**src/rtl/riscv_ctrl_pkg.sv**
```systemverilog
// rtl/riscv_ctrl_pkg.sv - shared types and constants for the RISC-V run controller
package riscv_ctrl_pkg;

  localparam int DEF_IMEM_AW = 10;
  localparam int DATA_W      = 32;
  localparam logic [DATA_W-1:0] ELAPSED_SAT = {DATA_W{1'b1}};

  typedef enum logic [1:0] {
    IDLE = 2'd0,
    RUN  = 2'd1,
    DONE = 2'd2
  } run_state_t;

endpackage

```
**src/rtl/riscv_run_ctrl_if.sv**
```systemverilog
// rtl/riscv_run_ctrl_if.sv - register-side controls plus core/imem side of the run controller
interface riscv_run_ctrl_if #(
  parameter int IMEM_AW = riscv_ctrl_pkg::DEF_IMEM_AW
);

  logic                          i_run;
  logic [riscv_ctrl_pkg::DATA_W-1:0] i_num_cycle;
  logic                          i_mem_reset_n;
  logic                          i_instr_write;
  logic [31:0]                   i_instr_data;
  logic [31:0]                   i_instr_addr;
  logic                          i_core_halt;
  logic                          o_core_rst;
  logic                          o_core_en;
  logic                          o_imem_we;
  logic [IMEM_AW-1:0]            o_imem_addr;
  logic [31:0]                   o_imem_wdata;
  logic                          o_idle;
  logic                          o_running;
  logic                          o_done;
  logic                          o_halted;
  logic                          o_addr_err;
  logic [riscv_ctrl_pkg::DATA_W-1:0] o_elapsed;

  modport host (
    output i_run, i_num_cycle, i_mem_reset_n, i_instr_write, i_instr_data,
           i_instr_addr, i_core_halt,
    input  o_core_rst, o_core_en, o_imem_we, o_imem_addr, o_imem_wdata,
           o_idle, o_running, o_done, o_halted, o_addr_err, o_elapsed
  );

  modport ctrl (
    input  i_run, i_num_cycle, i_mem_reset_n, i_instr_write, i_instr_data,
           i_instr_addr, i_core_halt,
    output o_core_rst, o_core_en, o_imem_we, o_imem_addr, o_imem_wdata,
           o_idle, o_running, o_done, o_halted, o_addr_err, o_elapsed
  );

endinterface

```
**src/rtl/riscv_edge_det.sv**
```systemverilog
// rtl/riscv_edge_det.sv - 1-bit rising-edge detector against a one-cycle delayed copy
module riscv_edge_det (
  input  logic clk,
  input  logic rst,
  input  logic d,
  output logic rise
);

  logic d_q;

  always_ff @(posedge clk or posedge rst) begin
    if (rst) d_q <= 1'b0;
    else     d_q <= d;
  end

  assign rise = d & ~d_q;

endmodule

```
**src/rtl/riscv_run_ctrl.sv**
```systemverilog
// rtl/riscv_run_ctrl.sv - sequences instruction loads and budgeted/halt-terminated core runs
module riscv_run_ctrl
  import riscv_ctrl_pkg::*;
#(
  parameter int IMEM_AW = DEF_IMEM_AW
) (
  input  logic s00_axi_aclk,
  input  logic s00_axi_areset,
  riscv_run_ctrl_if.ctrl bus
);

  run_state_t        state_q, state_d;
  logic              run_rise, wr_rise;
  logic [DATA_W-1:0] budget_q, elapsed_q, elapsed_inc;
  logic              budget_hit, wr_oob;
  logic              core_rst_q, core_en_q, idle_q, running_q, done_q;
  logic              halted_q, addr_err_q, imem_we_q;
  logic [IMEM_AW-1:0] imem_addr_q;
  logic [31:0]       imem_wdata_q;

  riscv_edge_det u_run_edge (
    .clk (s00_axi_aclk), .rst (s00_axi_areset), .d (bus.i_run), .rise (run_rise)
  );

  riscv_edge_det u_wr_edge (
    .clk (s00_axi_aclk), .rst (s00_axi_areset), .d (bus.i_instr_write), .rise (wr_rise)
  );

  assign elapsed_inc = (elapsed_q == ELAPSED_SAT) ? ELAPSED_SAT : elapsed_q + 1'b1;
  assign budget_hit  = (budget_q != '0) && (elapsed_inc == budget_q);
  assign wr_oob      = |bus.i_instr_addr[31:IMEM_AW+2];

  always_comb begin
    state_d = state_q;
    case (state_q)
      IDLE:    if (run_rise) state_d = RUN;
      RUN:     if (bus.i_core_halt || budget_hit) state_d = DONE;
      DONE:    if (!bus.i_run) state_d = IDLE;
      default: state_d = IDLE;
    endcase
    if (!bus.i_mem_reset_n) state_d = IDLE;
  end

  always_ff @(posedge s00_axi_aclk or posedge s00_axi_areset) begin
    if (s00_axi_areset) begin
      state_q <= IDLE;
    end else begin
      state_q <= state_d;
    end
  end

  // Status and core controls are registered from the next state so they change with it.
  always_ff @(posedge s00_axi_aclk or posedge s00_axi_areset) begin
    if (s00_axi_areset) begin
      core_rst_q   <= 1'b1;
      core_en_q    <= 1'b0;
      idle_q       <= 1'b1;
      running_q    <= 1'b0;
      done_q       <= 1'b0;
      budget_q     <= '0;
      elapsed_q    <= '0;
      halted_q     <= 1'b0;
      addr_err_q   <= 1'b0;
      imem_we_q    <= 1'b0;
      imem_addr_q  <= '0;
      imem_wdata_q <= '0;
    end else begin
      core_rst_q <= (state_d != RUN);
      core_en_q  <= (state_d == RUN);
      idle_q     <= (state_d == IDLE);
      running_q  <= (state_d == RUN);
      done_q     <= (state_d == DONE);
      imem_we_q  <= 1'b0;
      if (!bus.i_mem_reset_n) begin
        elapsed_q  <= '0;
        halted_q   <= 1'b0;
        addr_err_q <= 1'b0;
      end else begin
        case (state_q)
          IDLE: if (run_rise) begin
            budget_q   <= bus.i_num_cycle;
            elapsed_q  <= '0;
            halted_q   <= 1'b0;
            addr_err_q <= 1'b0;
          end
          RUN: begin
            elapsed_q <= elapsed_inc;
            if (bus.i_core_halt) halted_q <= 1'b1;
          end
          default: ;
        endcase
        // Writes are only legal while the core is held in reset.
        if (wr_rise && state_q != RUN) begin
          if (wr_oob) begin
            addr_err_q <= 1'b1;
          end else begin
            imem_we_q    <= 1'b1;
            imem_addr_q  <= bus.i_instr_addr[IMEM_AW+1:2];
            imem_wdata_q <= bus.i_instr_data;
          end
        end
      end
    end
  end

  assign bus.o_core_rst   = core_rst_q;
  assign bus.o_core_en    = core_en_q;
  assign bus.o_imem_we    = imem_we_q;
  assign bus.o_imem_addr  = imem_addr_q;
  assign bus.o_imem_wdata = imem_wdata_q;
  assign bus.o_idle       = idle_q;
  assign bus.o_running    = running_q;
  assign bus.o_done       = done_q;
  assign bus.o_halted     = halted_q;
  assign bus.o_addr_err   = addr_err_q;
  assign bus.o_elapsed    = elapsed_q;

endmodule

```
**src/flat_wrapper.sv**
```systemverilog
// flat-port wrapper written by rule: the top's interface ports become plain ports
module riscv_run_ctrl_flat import riscv_ctrl_pkg::*;
#(
  parameter int IMEM_AW = DEF_IMEM_AW
)
  (s00_axi_aclk, s00_axi_areset, bus_i_run, bus_i_num_cycle, bus_i_mem_reset_n, bus_i_instr_write, bus_i_instr_data, bus_i_instr_addr, bus_i_core_halt, bus_o_core_rst, bus_o_core_en, bus_o_imem_we, bus_o_imem_addr, bus_o_imem_wdata, bus_o_idle, bus_o_running, bus_o_done, bus_o_halted, bus_o_addr_err, bus_o_elapsed);
  riscv_run_ctrl_if #(.IMEM_AW(IMEM_AW)) bus_i ();
  input  logic s00_axi_aclk;
  input  logic s00_axi_areset;
  input wire logic [$bits(bus_i.i_run)-1:0] bus_i_run;
  input wire logic [$bits(bus_i.i_num_cycle)-1:0] bus_i_num_cycle;
  input wire logic [$bits(bus_i.i_mem_reset_n)-1:0] bus_i_mem_reset_n;
  input wire logic [$bits(bus_i.i_instr_write)-1:0] bus_i_instr_write;
  input wire logic [$bits(bus_i.i_instr_data)-1:0] bus_i_instr_data;
  input wire logic [$bits(bus_i.i_instr_addr)-1:0] bus_i_instr_addr;
  input wire logic [$bits(bus_i.i_core_halt)-1:0] bus_i_core_halt;
  output wire logic [$bits(bus_i.o_core_rst)-1:0] bus_o_core_rst;
  output wire logic [$bits(bus_i.o_core_en)-1:0] bus_o_core_en;
  output wire logic [$bits(bus_i.o_imem_we)-1:0] bus_o_imem_we;
  output wire logic [$bits(bus_i.o_imem_addr)-1:0] bus_o_imem_addr;
  output wire logic [$bits(bus_i.o_imem_wdata)-1:0] bus_o_imem_wdata;
  output wire logic [$bits(bus_i.o_idle)-1:0] bus_o_idle;
  output wire logic [$bits(bus_i.o_running)-1:0] bus_o_running;
  output wire logic [$bits(bus_i.o_done)-1:0] bus_o_done;
  output wire logic [$bits(bus_i.o_halted)-1:0] bus_o_halted;
  output wire logic [$bits(bus_i.o_addr_err)-1:0] bus_o_addr_err;
  output wire logic [$bits(bus_i.o_elapsed)-1:0] bus_o_elapsed;
  assign bus_i.i_run = bus_i_run;
  assign bus_i.i_num_cycle = bus_i_num_cycle;
  assign bus_i.i_mem_reset_n = bus_i_mem_reset_n;
  assign bus_i.i_instr_write = bus_i_instr_write;
  assign bus_i.i_instr_data = bus_i_instr_data;
  assign bus_i.i_instr_addr = bus_i_instr_addr;
  assign bus_i.i_core_halt = bus_i_core_halt;
  assign bus_o_core_rst = bus_i.o_core_rst;
  assign bus_o_core_en = bus_i.o_core_en;
  assign bus_o_imem_we = bus_i.o_imem_we;
  assign bus_o_imem_addr = bus_i.o_imem_addr;
  assign bus_o_imem_wdata = bus_i.o_imem_wdata;
  assign bus_o_idle = bus_i.o_idle;
  assign bus_o_running = bus_i.o_running;
  assign bus_o_done = bus_i.o_done;
  assign bus_o_halted = bus_i.o_halted;
  assign bus_o_addr_err = bus_i.o_addr_err;
  assign bus_o_elapsed = bus_i.o_elapsed;
  riscv_run_ctrl #(.IMEM_AW(IMEM_AW)) u_core (.s00_axi_aclk(s00_axi_aclk), .s00_axi_areset(s00_axi_areset), .bus(bus_i));
endmodule
```
**config.mk**
```make
export PLATFORM = sky130hd
export DESIGN_NAME = riscv_run_ctrl_flat
export DESIGN_NICKNAME = d
export VERILOG_FILES = /design/src/rtl/riscv_ctrl_pkg.sv /design/src/rtl/riscv_run_ctrl_if.sv /design/src/rtl/riscv_edge_det.sv /design/src/rtl/riscv_run_ctrl.sv /design/src/flat_wrapper.sv
export SDC_FILE = /design/constraint.sdc
export NUM_CORES = 1
export LEC_CHECK = 0
export ABC_AREA = 0
export BUFFER_PORTS_ARGS = -buffer_cell sky130_fd_sc_hd__buf_2
export CORE_AREA = 4 4 128 130
export DETAILED_ROUTE_END_ITERATION = 12
export DIE_AREA = 0 0 132 134
export PLACE_DENSITY = 0.74
export RECOVER_POWER = 50
export SLEW_MARGIN = 20
export SYNTH_ARGS = -nofsm -noshare
export SYNTH_HDL_FRONTEND = slang
export SYNTH_SLANG_ARGS = --single-unit
```
**constraint.sdc**
```tcl
create_clock -name s00_axi_aclk -period 3.14 [get_ports s00_axi_aclk]
set_input_delay 0.314 -clock s00_axi_aclk [delete_from_list [all_inputs] [get_ports s00_axi_aclk]]
set_output_delay 0.314 -clock s00_axi_aclk [all_outputs]
set_load 0.02 [all_outputs]
```
==> results of run 1 <==
-- logic make-up (layout without fill, tap and decap cells) --
| kind of cell | Yosys count | count (layout) |
|---|---|---|
| AND/OR/NAND/NOR | 230 | 230 |
| AO/OA/AOI/OAI | 153 | 153 |
| flip-flops | 117 | 117 |
| multiplexers | 75 | 75 |
| buffers and inverters | 56 | 289 |
| XOR/XNOR | 39 | 39 |
| adder cells (fa/ha/maj) | 1 | 1 |
-- final cells by class --
type	instances	area (um2)
clock buffers	18	439.2
repair buffers	243	1343
well taps	188	235.2
flip-flops and latches	117	2933
inverters	14	53.80
clock inverters	14	142.6
multi-input cells	498	3557
fillers	1354	6442
-- what timing repair did --
item | 4_1_cts | 5_1_grt
setup buffers | 0 | 1
gates resized for setup | 0 | 5
endpoints found under the setup margin | 0 | 4
-- metal layers --
metal | share of wire | global-route usage | up-vias
met5 | 0.00032 | 0 | -
met4 | 0.018 | 0.07351 | 2
met3 | 0.10 | 0.08402 | 31
met2 | 0.48 | 0.4045 | 313
met1 | 0.41 | 0.3122 | 3111
li1 | - | - | 2942
-- power breakdown --
| group | internal (mW) | leakage, nW | switching [mW] | total, mW |
|---|---|---|---|---|
| Clock | 1.13 | 0.276 | 0.762 | 1.89 |
| Sequential | 1.61 | 1.55 | 0.188 | 1.80 |
| Combinational | 0.291 | 2.26 | 0.257 | 0.547 |
| Total | 3.03 | 4.08 | 1.21 | 4.24 |
-- registers in the layout (all words and copies together) (netlist names) --
name / count
u_core.budget_q: 32
u_core.bus.o_elapsed: 32
u_core.bus.o_imem_wdata: 32
u_core.bus.o_imem_addr: 10
u_core.state_q: 2
u_core.bus.o_addr_err: 1
u_core.bus.o_core_en: 1
u_core.bus.o_core_rst: 1
u_core.bus.o_done: 1
u_core.bus.o_halted: 1
u_core.bus.o_idle: 1
u_core.bus.o_imem_we: 1
u_core.u_run_edge.d_q: 1
u_core.u_wr_edge.d_q: 1
-- path summary, 6_finish.rpt --
| kind | slack (ps) | to | from |
|---|---|---|---|
| worst max-delay path | 190 | u_core.bus.o_core_rst | u_core.bus.o_elapsed[1] |
| min in group asynchronous | 370 | u_core.bus.o_imem_wdata[23] | s00_axi_areset |
| max in group asynchronous | 1110 | u_core.bus.o_elapsed[4] | s00_axi_areset |
| worst max register to register | 190 | u_core.bus.o_core_rst | u_core.bus.o_elapsed[1] |
| worst min-delay path | 20 | u_core.u_wr_edge.d_q | bus_i_instr_write |
| worst min register to register | 510 | u_core.bus.o_imem_wdata[14] | u_core.bus.o_imem_wdata[14] |
-- layout by cell type (no fill, tap or decap), drive strengths merged, types with 18 or more instances in the layout --
| cell type | netlist | final |
|---|---|---|
| buf | 14 | 202 |
| dfrtp | 115 | 115 |
| mux2 | 74 | 74 |
| o21ai | 59 | 59 |
| clkbuf | 28 | 59 |
| nand2 | 57 | 57 |
| nor2 | 36 | 36 |
| a21oi | 29 | 29 |
| xnor2 | 26 | 26 |
| nand4 | 24 | 24 |
| nor4 | 23 | 23 |
| nand3 | 23 | 23 |
| inv | 14 | 19 |
| nor3 | 18 | 18 |
-- through the flow --
| step | hold slack, ps | total power [mW] | utilization | TNS (ps) |
|---|---|---|---|---|
| after detailed placement | 441.9 | 2.363 | 0.5401 | 0 |
| after global placement | 441.0 | 2.351 | 0.5401 | 0 |
| after floorplan | 345.4 | 2.120 | - | 0 |
| after global routing | 16.54 | 4.401 | 0.5746 | -24.78 |
| after CTS | 0.5165 | 4.261 | 0.5785 | 0 |
| final | 20.76 | 4.239 | 0.5746 | 0 |
-- critical path, delay by kind of cell (launching register included) --
family | cells | cell delay, ps
AOI/OAI and AO/OA | 3 | 760
xor gates and xnor gates | 1 | 260
adders and majority gates | 1 | 190
buffers and inverters | 1 | 210
DFF | 1 | 350
and+or+nand+nor | 5 | 1120
==> metrics.csv, run 1 <==
stage,metric,value,unit
detailed_routing,number of vias after detailed routing,6399,
yosys,"area fraction in and, or, nand and nor cells after synthesis",0.1982,
place,IO buf count,181,
sta,Worst slew margin,-0.2701,
clock_tree,clock latency reported for the late side of the worst-skew pair,420,ps
setup_path,element type at the critical path start,flip-flop,
place,HPWL Detailed,16.61,mm
power,VDD IR-drop max,452.2,uV
sta,clk_skew,5.639,ps
place,cell area after placement,0.008180,mm2
sta,setup violation total in the final timing report,0,
place,cell total after placement,1059,
final_layout,count of antenna diodes in the layout,0,
yosys,cell area after synthesis,0.006724,mm2
clock_tree,master cell of the clock root buffer,clkbuf_16,
grt,largest net degree at the start of global routing,47,
yosys,commonest cells in the netlist,"115 x dfrtp_1, 74 x mux2_2, 59 x o21ai_0",
clock_tree,hold-fix buffers at CTS,0,
clock_tree,CTS HTree Levels,4,
place,worst setup timing slack at the placement stage,197.0,ps
grt,number of global-route vias before repair,6404,
yosys,proportion of synthesized chip area in sequential cells,0.4358,
yosys,complex-gate fraction of the synthesized area,0.1424,
detailed_routing,number of iterations in the first detailed-routing pass,6,
yosys,adder and majority cell fraction of the synthesized area,0.001861,
sta,share of the clock period used by the worst path after layout,0.9409,
sta,actual transition at the worst max-transition pin,1895,ps
sta,setup slack of the critical path after layout,185.7,ps
power,leakage power figure,4.085,nW
grt,"Remaining Overflow, GRT",0,
final_layout,number of cells in the finished layout apart from fillers,1092,
yosys,Syn Nets,774,
setup_path,R2R cell count,11,
status,outcome,"finished, violations left",
hold_path,Cells on Worst Hold Path,1,
detailed_routing,first-iteration detailed-routing DRC count,622,
final_layout,post-route cell area,0.008703,mm2
final_layout,synthesis-to-layout area growth,29.44,%
clock_tree,clock tree from TritonCTS,done,
die,width of the die,132,um
die,starting density of the core,0.4439,
setup_path,Setup crit end kind,flip-flop,
final_layout,number of nets in the layout,994,
yosys,multiplexer area fraction after synthesis,0.1254,
die,vertical die dimension,134,um
setup_path,type of the worst setup path,reg2reg,
final_layout,share of post-route cells with drive strength above 1,0.3728,
detailed_routing,Total Wirelength,21.73,mm
yosys,dominant cells by area after synthesis,"dfrtp_1 43%, mux2_2 12%, o21ai_0 4.4%, xnor2_1 3.3%, nand2_1 3.2%",
yosys,synthesized instance count,671,
job,total of max-cap violations,1,
setup_path,delay of the slowest cell on the worst path,440,ps
die,die outline area,0.01769,mm2
clock_tree,maximum clock path buffer count,2,
setup_path,critical path cell sequence,ha_1 > nand3_2 > buf_4 > or3_1 > nor2_1 > xnor3_1 > and3b_1 > a311oi_1 > nor4_1 > a41o_1 > o21a_1,
yosys,count of flip-flops with a built-in enable after synthesis,0,
clock_tree,"Clk pin slew, worst setup/hold paths",60,ps
yosys,cell taking the most area after synthesis,dfrtp_1,
sta,final critical path time including I/O delays and setup,2954,ps
sta,final hold violation count,0,
die,number of top-level pins,184,
yosys,"FF+latch count, synth",117,
setup_path,"Arr. time, crit path",3300,ps
grt,first-pass GRT wire length,34.76,mm
setup_path,CP max-delay cell,or3_1,
yosys,Post-synth ARST share,1.000,
setup_path,data required time of the critical path,3490,ps
detailed_routing,DR DRC count,0,
hold_path,class of the tightest hold or removal check,in2reg,
place,Placer Congestion,0.9844,
yosys,number of warnings reported in the yosys synthesis log,0,
grt,all-layer global routing usage,0.2472,
yosys,top_reg_cell synth,dfrtp_1,
detailed_routing,Detail Route Antenna Nets,0,
power,Power per Cell Area,487.1,mW/mm2
sta,number of max-slew violations in the final report,47,
grt,initial antenna violation count,1,
yosys,area share of the largest cell type after synthesis,0.4280,
clock_tree,sinks on the clock net,117,
sta,Highest Clock Rate,338.5,MHz
die,number of cell rows,45,
status,violated checks,"max-capacitance violations, max-slew violations",
yosys,dominant combinational cell family by area after synthesis,simple AND/OR/NAND/NOR gates,
yosys,"Distinct cells, synth",79,
clock_tree,total CTS buffers,17,
detailed_routing,drt wl/cell,19.90,um
yosys,most numerous cell in the Yosys netlist,dfrtp_1,
setup_path,largest driver fanout on the critical path,10,
yosys,post-synthesis area per instance,10.02,um2
detailed_routing,routed via count divided by cell count,5.860,
die,Core Footprint,0.01515,mm2
sta,unrepaired setup endpoints after global routing,yes,
yosys,xor and xnor area share after synthesis,0.05806,
No activity file was read; power rests on OpenSTA's default activity.
==> inputs of run 2 (changes only) <==
--- a/config.mk
+++ b/config.mk
@@ -5,12 +5,13 @@
 export SDC_FILE = /design/constraint.sdc
 export NUM_CORES = 1
 export LEC_CHECK = 0
-export ABC_AREA = 0
+export ABC_AREA = 1
 export BUFFER_PORTS_ARGS = -buffer_cell sky130_fd_sc_hd__buf_2
-export CORE_AREA = 4 4 128 130
+export CAP_MARGIN = 20
+export CORE_AREA = 4 4 123 125
 export DETAILED_ROUTE_END_ITERATION = 12
-export DIE_AREA = 0 0 132 134
-export PLACE_DENSITY = 0.74
+export DIE_AREA = 0 0 127 129
+export PLACE_DENSITY = 0.75
 export RECOVER_POWER = 50
 export SLEW_MARGIN = 20
 export SYNTH_ARGS = -nofsm -noshare
==> metrics.csv, run 2 <==
stage,metric,value,unit,change
grt,number of global-route vias before repair,6329,,-1.2%
setup_path,most prevalent standard cell on the critical path,nor2_1,,
sta,setup slack of the critical path after layout,416.0,ps,+230.3 ps
grt,initial antenna violation count,1,,unchanged
detailed_routing,Top Layer Used,met5,,
final_layout,register area,0.002930,mm2,about the same
setup_path,CP max-delay cell,dfrtp_1,,
power,Reg power frac,0.390,,-0.035
yosys,cell area after synthesis,0.006262,mm2,-6.9%
place,Placer Congestion,0.9391,,-4.6%
sta,clk_skew,11.12,ps,+5.485 ps
detailed_routing,routed via count divided by cell count,5.174,,-12%
detailed_routing,number of iterations in the first detailed-routing pass,7,,+1
setup_path,"Arr. time, crit path",3060,ps,-240 ps
final_layout,Fillers,1368,,+1.0%
grt,largest net degree at the start of global routing,118,,+150%
final_layout,number of cells in the finished layout apart from fillers,1250,,+14%
final_layout,number of nets in the layout,1160,,+17%
sta,number of max-slew violations in the final report,118,,+150%
die,number of top-level pins,184,,unchanged
clock_tree,post-cts resize count,0,,unchanged
detailed_routing,Detail Route Antenna Nets,0,,unchanged
detailed_routing,WL met3,1.871,mm,-13%
power,Power per Cell Area,537.6,mW/mm2,+10%
clock_tree,clock latency reported for the late side of the worst-skew pair,420,ps,about the same
status,outcome,"finished, violations left",,
place,cell total after placement,1218,,+15%
clock_tree,maximum clock path buffer count,2,,unchanged
detailed_routing,first-iteration detailed-routing DRC count,541,,-13%
place,IO buf count,181,,unchanged
power,relative contribution of the clock network to total power,0.506,,+0.060
grt,all-layer global routing usage,0.2408,,-0.006369
sta,unrepaired setup endpoints after global routing,no,,
sta,share of the clock period used by the worst path after layout,0.8675,,-0.07334
yosys,number of warnings reported in the yosys synthesis log,0,,unchanged
die,number of cell rows,43,,-4.4%
final_layout,count of antenna diodes in the layout,0,,unchanged
detailed_routing,DR DRC count,0,,unchanged
die,starting density of the core,0.4511,,+0.007196
final_layout,footprint of the multi-input gates,0.002882,mm2,-19%
detailed_routing,wire length on met2,8.920,mm,-14%
die,die outline area,0.01638,mm2,-7.4%
die,vertical die dimension,129,um,-3.7%
sta,setup violation total in the final timing report,0,,unchanged
setup_path,largest driver fanout on the critical path,26,,+16
yosys,Syn Nets,982,,+27%
yosys,area share of the largest cell type after synthesis,0.4595,,+0.03155
yosys,"Distinct cells, synth",30,,-62%
setup_path,critical path cell sequence,ha_1 > nand2_2 > nor2_4 > nand2_4 > nor2_8 > nand3_4 > nand3_1 > nor2_1 > nor2_1 > nand2_1 > nor2_1 > nand2_1 > nor2_1 > nand2_1 > nand2_2 > nand2_2 > a21oi_1,,
hold_path,class of the tightest hold or removal check,in2reg,,
yosys,commonest cells in the netlist,"317 x nand2_1, 115 x dfrtp_1, 103 x nor2_1",,
power,cell-internal power,3.228,mW,+6.5%
sta,sum of negative setup slack,0,ps,unchanged
setup_path,data required time of the critical path,3480,ps,about the same
grt,first-pass GRT wire length,31.00,mm,-11%
final_layout,synthesis-to-layout area growth,26.61,%,
setup_path,r2r setup slk,420,ps,+230 ps
yosys,Post-synth ARST share,1.000,,unchanged
clock_tree,sinks on the clock net,117,,unchanged
setup_path,end of the critical path,u_core.bus.o_done,,
yosys,cell taking the most area after synthesis,dfrtp_1,,
setup_path,Reg2Reg Launch Point,u_core.bus.o_elapsed[0],,
die,width of the die,127,um,-3.8%
clock_tree,"Clk pin slew, worst setup/hold paths",60,ps,about the same
hold_path,Cells on Worst Hold Path,1,,unchanged
setup_path,element type at the critical path start,flip-flop,,
setup_path,type of the worst setup path,reg2reg,,
clock_tree,"Setup Fix Bufs, Post-CTS",0,,unchanged
final_layout,final core utilization,0.5712,,-0.003429
detailed_routing,number of vias after detailed routing,6467,,+1.1%
clock_tree,total CTS buffers,17,,unchanged
clock_tree,hold-fix buffers at CTS,0,,unchanged
setup_path,delay of the slowest cell on the worst path,430,ps,about the same
yosys,"FF+latch count, synth",117,,unchanged
detailed_routing,Routed met1 length,7.825,mm,-11%
status,violated checks,"max-capacitance violations, max-slew violations",,
power,combinational share of power,0.104,,-0.025
final_layout,most frequent standard cell in the layout excluding fill and tap cells,nand2_1,,
power,VDD IR-drop max,337.7,uV,-25%
sta,final critical path time including I/O delays and setup,2724,ps,-230.3 ps
die,Core Footprint,0.01388,mm2,-8.4%
yosys,dominant cells by area after synthesis,"dfrtp_1 46%, nand2_1 19%, nand3_1 7.0%, nor2_1 6.2%, inv_1 5.2%",,
power,proportion of total power due to net switching,0.2427,,-0.04202
yosys,most numerous cell in the Yosys netlist,nand2_1,,
setup_path,Setup crit end kind,flip-flop,,
power,leakage power figure,4.249,nW,+4.0%
detailed_routing,drt wl/cell,15.32,um,-23%
power,final total power,4.263,mW,+0.56%
setup_path,Critical Path Source,u_core.bus.o_elapsed[0],,
sta,final hold violation count,0,,unchanged
place,HPWL Detailed,14.18,mm,-15%
final_layout,share of post-route cells with drive strength above 1,0.1869,,-0.1859
clock_tree,master cell of the clock root buffer,clkbuf_16,,
setup_path,reg-to-reg critical path endpoint,u_core.bus.o_done,,
setup_path,R2R cell count,17,,+6
yosys,top_reg_cell synth,dfrtp_1,,
detailed_routing,Total Wirelength,19.15,mm,-12%
grt,"Remaining Overflow, GRT",0,,unchanged
yosys,count of flip-flops with a built-in enable after synthesis,0,,unchanged
power,power dissipated by switching net loads,1.035,mW,-14%
yosys,post-synthesis area per instance,7.124,um2,-29%
final_layout,most frequent cells in the layout,"316 x nand2_1, 141 x buf_2, 115 x dfrtp_1, 102 x nor2_1, 88 x nand3_1",,
yosys,proportion of synthesized chip area in sequential cells,0.4679,,+0.03213
place,worst setup timing slack at the placement stage,439.9,ps,+242.9 ps
yosys,synthesized instance count,879,,+31%
sta,actual transition at the worst max-transition pin,1598,ps,-297.1 ps
sta,Highest Clock Rate,367.1,MHz,+8.5%
job,total of max-cap violations,1,,unchanged
sta,Worst slew margin,-0.06509,,+0.2050
clock_tree,CTS HTree Levels,4,,unchanged
clock_tree,clock tree from TritonCTS,done,,
-- run 2: how the worst min path moves through the flow --
stage	from	to
2_1_floorplan	bus_i_run	u_core.u_run_edge.d_q
6_report	bus_i_instr_write	u_core.u_wr_edge.d_q
5_1_grt	bus_i_instr_write	u_core.u_wr_edge.d_q
4_1_cts	bus_i_instr_write	u_core.u_wr_edge.d_q
3_3_place_gp	bus_i_instr_write	u_core.u_wr_edge.d_q
3_5_place_dp	bus_i_instr_write	u_core.u_wr_edge.d_q
-- run 2: critical path, delay by kind of cell (launching register included) --
family / cells / cell delay (ps)
compound gates: 1 / 150
fa+ha+maj: 1 / 250
flops: 1 / 430
simple gates: 15 / 1810
-- run 2: cells by family after synthesis --
kind of cell | share of synthesized area
AOI/OAI and AO/OA | 0.06454
adders and majority gates | 0.001998
xor gates and xnor gates | 0.006993
buffers and inverters | 0.07413
DFF | 0.4679
and+or+nand+nor | 0.3844
-- run 2: power by group through the flow --
| stage | clock, mW | combinational, mW | sequential [mW] |
|---|---|---|---|
| 6_report | 2.16 | 0.442 | 1.66 |
| 3_5_place_dp | 0 | 0.444 | 1.69 |
| 5_1_grt | 2.27 | 0.508 | 1.67 |
| 4_1_cts | 2.18 | 0.447 | 1.66 |
| 2_1_floorplan | 0 | 0.273 | 1.68 |
| 3_3_place_gp | 0 | 0.438 | 1.68 |
-- run 2: area by class of cell --
class | count | area share
sequential | 117 | 0.3696
multi-input combinational | 646 | 0.3634
timing repair buffer | 188 | 0.1146
clock buffer | 23 | 0.06028
inverter | 87 | 0.04166
tap | 180 | 0.02840
clock inverter | 9 | 0.02209
-- run 2: layer usage --
metal  track usage  up-vias
li1              -     3173
met1        0.3042     2946
met2        0.3851      300
met3       0.07680       46
met4       0.09905        2
met5             0        -
-- run 2: metrics by stage --
step | hold slack (ps) | area [um2]
2_1_floorplan | 345.4 | 6266
3_3_place_gp | 438.3 | 7338
3_5_place_dp | 441.0 | 7338
4_1_cts | 2.408 | 7991
5_1_grt | 0.9260 | 7929
6_report | 13.47 | 7929
==> inputs of run 3 (changes only) <==
--- a/config.mk
+++ b/config.mk
@@ -8,11 +8,14 @@
 export ABC_AREA = 1
 export BUFFER_PORTS_ARGS = -buffer_cell sky130_fd_sc_hd__buf_2
 export CAP_MARGIN = 20
-export CORE_AREA = 4 4 123 125
+export CELL_PAD_IN_SITES_DETAIL_PLACEMENT = 0
+export CELL_PAD_IN_SITES_GLOBAL_PLACEMENT = 1
+export CORE_AREA = 4 4 143 145
 export DETAILED_ROUTE_END_ITERATION = 12
-export DIE_AREA = 0 0 127 129
-export PLACE_DENSITY = 0.75
+export DIE_AREA = 0 0 147 149
+export PLACE_DENSITY = 0.78
 export RECOVER_POWER = 50
+export SKIP_LAST_GASP = 1
 export SLEW_MARGIN = 20
 export SYNTH_ARGS = -nofsm -noshare
 export SYNTH_HDL_FRONTEND = slang
==> metrics.csv, run 3 (same netlist as run 2, synthesis figures left out) <==
stage,metric,value,unit,change
sta,number of max-slew violations in the final report,118,,unchanged
place,IO buf count,181,,unchanged
setup_path,largest driver fanout on the critical path,26,,unchanged
sta,final hold violation count,0,,unchanged
setup_path,r2r setup slk,330,ps,-80 ps
final_layout,final core utilization,0.4163,,-0.1549
place,HPWL Detailed,16.02,mm,+13%
grt,first-pass GRT wire length,34.34,mm,+11%
die,number of cell rows,51,,+19%
final_layout,synthesis-to-layout area growth,27.67,%,
setup_path,Reg2Reg Launch Point,u_core.bus.o_elapsed[0],,
hold_path,terminating pin of the worst hold path,u_core.u_wr_edge.d_q,,
clock_tree,maximum clock path buffer count,2,,unchanged
sta,final critical path time including I/O delays and setup,2808,ps,+83.90 ps
grt,number of global-route vias before repair,6417,,+1.4%
die,Core Footprint,0.01921,mm2,+38%
sta,setup violation total in the final timing report,0,,unchanged
setup_path,element type at the critical path start,flip-flop,,
die,width of the die,147,um,+16%
final_layout,number of nets in the layout,1167,,+0.60%
clock_tree,hold-fix buffers at CTS,0,,unchanged
die,number of top-level pins,184,,unchanged
clock_tree,"Clk pin slew, worst setup/hold paths",60,ps,about the same
place,Placer Congestion,0.8521,,-9.3%
status,outcome,"finished, violations left",,
final_layout,most frequent standard cell in the layout excluding fill and tap cells,nand2_1,,
final_layout,Fillers,2049,,+50%
setup_path,reg-to-reg critical path endpoint,u_core.bus.o_done,,
power,VDD IR-drop max,386.5,uV,+14%
clock_tree,total CTS buffers,17,,unchanged
detailed_routing,Total Wirelength,21.48,mm,+12%
sta,unrepaired setup endpoints after global routing,no,,
clock_tree,clock tree from TritonCTS,done,,
grt,largest net degree at the start of global routing,118,,unchanged
clock_tree,CTS HTree Levels,4,,unchanged
hold_path,Cells on Worst Hold Path,1,,unchanged
sta,Worst slew margin,-0.1113,,-0.04619
sta,actual transition at the worst max-transition pin,1667,ps,+69.28 ps
die,die outline area,0.02190,mm2,+34%
setup_path,Setup crit end kind,flip-flop,,
die,vertical die dimension,149,um,+16%
sta,share of the clock period used by the worst path after layout,0.8942,,+0.02672
detailed_routing,Detail Route Antenna Nets,0,,unchanged
sta,sum of negative setup slack,0,ps,unchanged
job,total of max-cap violations,1,,unchanged
grt,all-layer global routing usage,0.1997,,-0.04112
hold_path,Min-Delay Startpoint,bus_i_instr_write,,
setup_path,data required time of the critical path,3480,ps,about the same
die,starting density of the core,0.3260,,-0.1251
power,Power per Cell Area,499.1,mW/mm2,-7.2%
detailed_routing,routed via count divided by cell count,4.735,,-8.5%
detailed_routing,number of vias after detailed routing,6359,,-1.7%
hold_path,class of the tightest hold or removal check,in2reg,,
detailed_routing,drt wl/cell,15.99,um,+4.4%
detailed_routing,first-iteration detailed-routing DRC count,355,,-34%
setup_path,"Arr. time, crit path",3150,ps,+90 ps
setup_path,R2R cell count,17,,unchanged
status,violated checks,"max-capacitance violations, max-slew violations",,
place,cell area after placement,0.007497,mm2,+2.2%
detailed_routing,number of iterations in the first detailed-routing pass,5,,-2
final_layout,most frequent cells in the layout,"316 x nand2_1, 141 x buf_2, 115 x dfrtp_1, 103 x nor2_1, 88 x nand3_1",,
clock_tree,post-cts resize count,0,,unchanged
detailed_routing,DR DRC count,0,,unchanged
clock_tree,"Setup Fix Bufs, Post-CTS",0,,unchanged
sta,hold slack,17.21,ps,+3.741 ps
setup_path,type of the worst setup path,reg2reg,,
sta,Highest Clock Rate,356.1,MHz,-3.0%
grt,"Remaining Overflow, GRT",0,,unchanged
sta,clk_skew,11.96,ps,+0.8342 ps
final_layout,post-route cell area,0.007995,mm2,+0.84%
grt,initial antenna violation count,0,,-1
power,leakage power figure,4.234,nW,-0.36%
final_layout,share of post-route cells with drive strength above 1,0.1931,,+0.006213
clock_tree,master cell of the clock root buffer,clkbuf_16,,
clock_tree,clock latency reported for the late side of the worst-skew pair,430,ps,about the same
clock_tree,sinks on the clock net,117,,unchanged
-- run 3: critical path, cell delays in order (launching register included) --
cell and delay [ps]:
dfrtp_1 440, ha_1 260, nand2_2 90, nor2_4 160, nand2_4 110, nor2_8 190, nand3_4 300, nand3_1 280
nor2_1 70, nor2_1 100, nand2_1 60, nor2_1 90, nand2_1 60, nor2_1 80, nand2_1 110, nand2_2 110
nand2_2 60, a21oi_1 160
-- run 3: worst max path at each step --
| stage | from | end | slack, ps | depth (start not counted) |
|---|---|---|---|---|
| global route | u_core.bus.o_elapsed[0] | u_core.bus.o_done | 20 | 17 |
| CTS | u_core.bus.o_elapsed[0] | u_core.bus.o_done | 320 | 17 |
| detailed placement | u_core.bus.o_elapsed[0] | u_core.bus.o_done | 340 | 17 |
| finish | u_core.bus.o_elapsed[0] | u_core.bus.o_done | 330 | 17 |
| floorplan | u_core.bus.o_elapsed[0] | u_core.bus.o_idle | 820 | 19 |
| global placement | u_core.bus.o_elapsed[0] | u_core.bus.o_done | 400 | 17 |
-- run 3: final cells by class --
| type | instances | area, um2 | area share |
|---|---|---|---|
| Tap cell | 265 | 331.6 | 0.04147 |
| Multi-Input combinational cell | 646 | 2879 | 0.3601 |
| Timing Repair Buffer | 195 | 960.9 | 0.1202 |
| Antenna cell | 1 | 2.502 | 0.0003130 |
| Clock buffer | 18 | 429.2 | 0.05368 |
| Clock inverter | 14 | 131.4 | 0.01643 |
| Inverter | 87 | 330.3 | 0.04131 |
| Sequential cell | 117 | 2930 | 0.3665 |
-- run 3: per-stage QoR --
stage	power, mW	worst slack, ps	instances
final	3.991	332.1	1343
after detailed placement	2.148	336.1	1310
after global placement	2.143	401.3	1310
after floorplan	1.952	819.9	879
after global routing	4.180	20.57	1342
after CTS	4.036	320.2	1342
-- run 3: power breakdown --
part	leakage [nW]	switching (mW)	internal [mW]
Clock	0.263	0.780	1.09
Combinational	2.45	0.301	0.156
Sequential	1.52	0.0543	1.61
Total	4.23	1.13	2.86
-- run 3: layer usage --
metal  vias to the layer above  GRT usage  routed length, um
met5                         -          0                  0
met4                         0    0.06943                532
met3                        33    0.05956               1807
met2                       255     0.3125               9784
met1                      2894     0.2652               9357
li1                       3177          -                  -
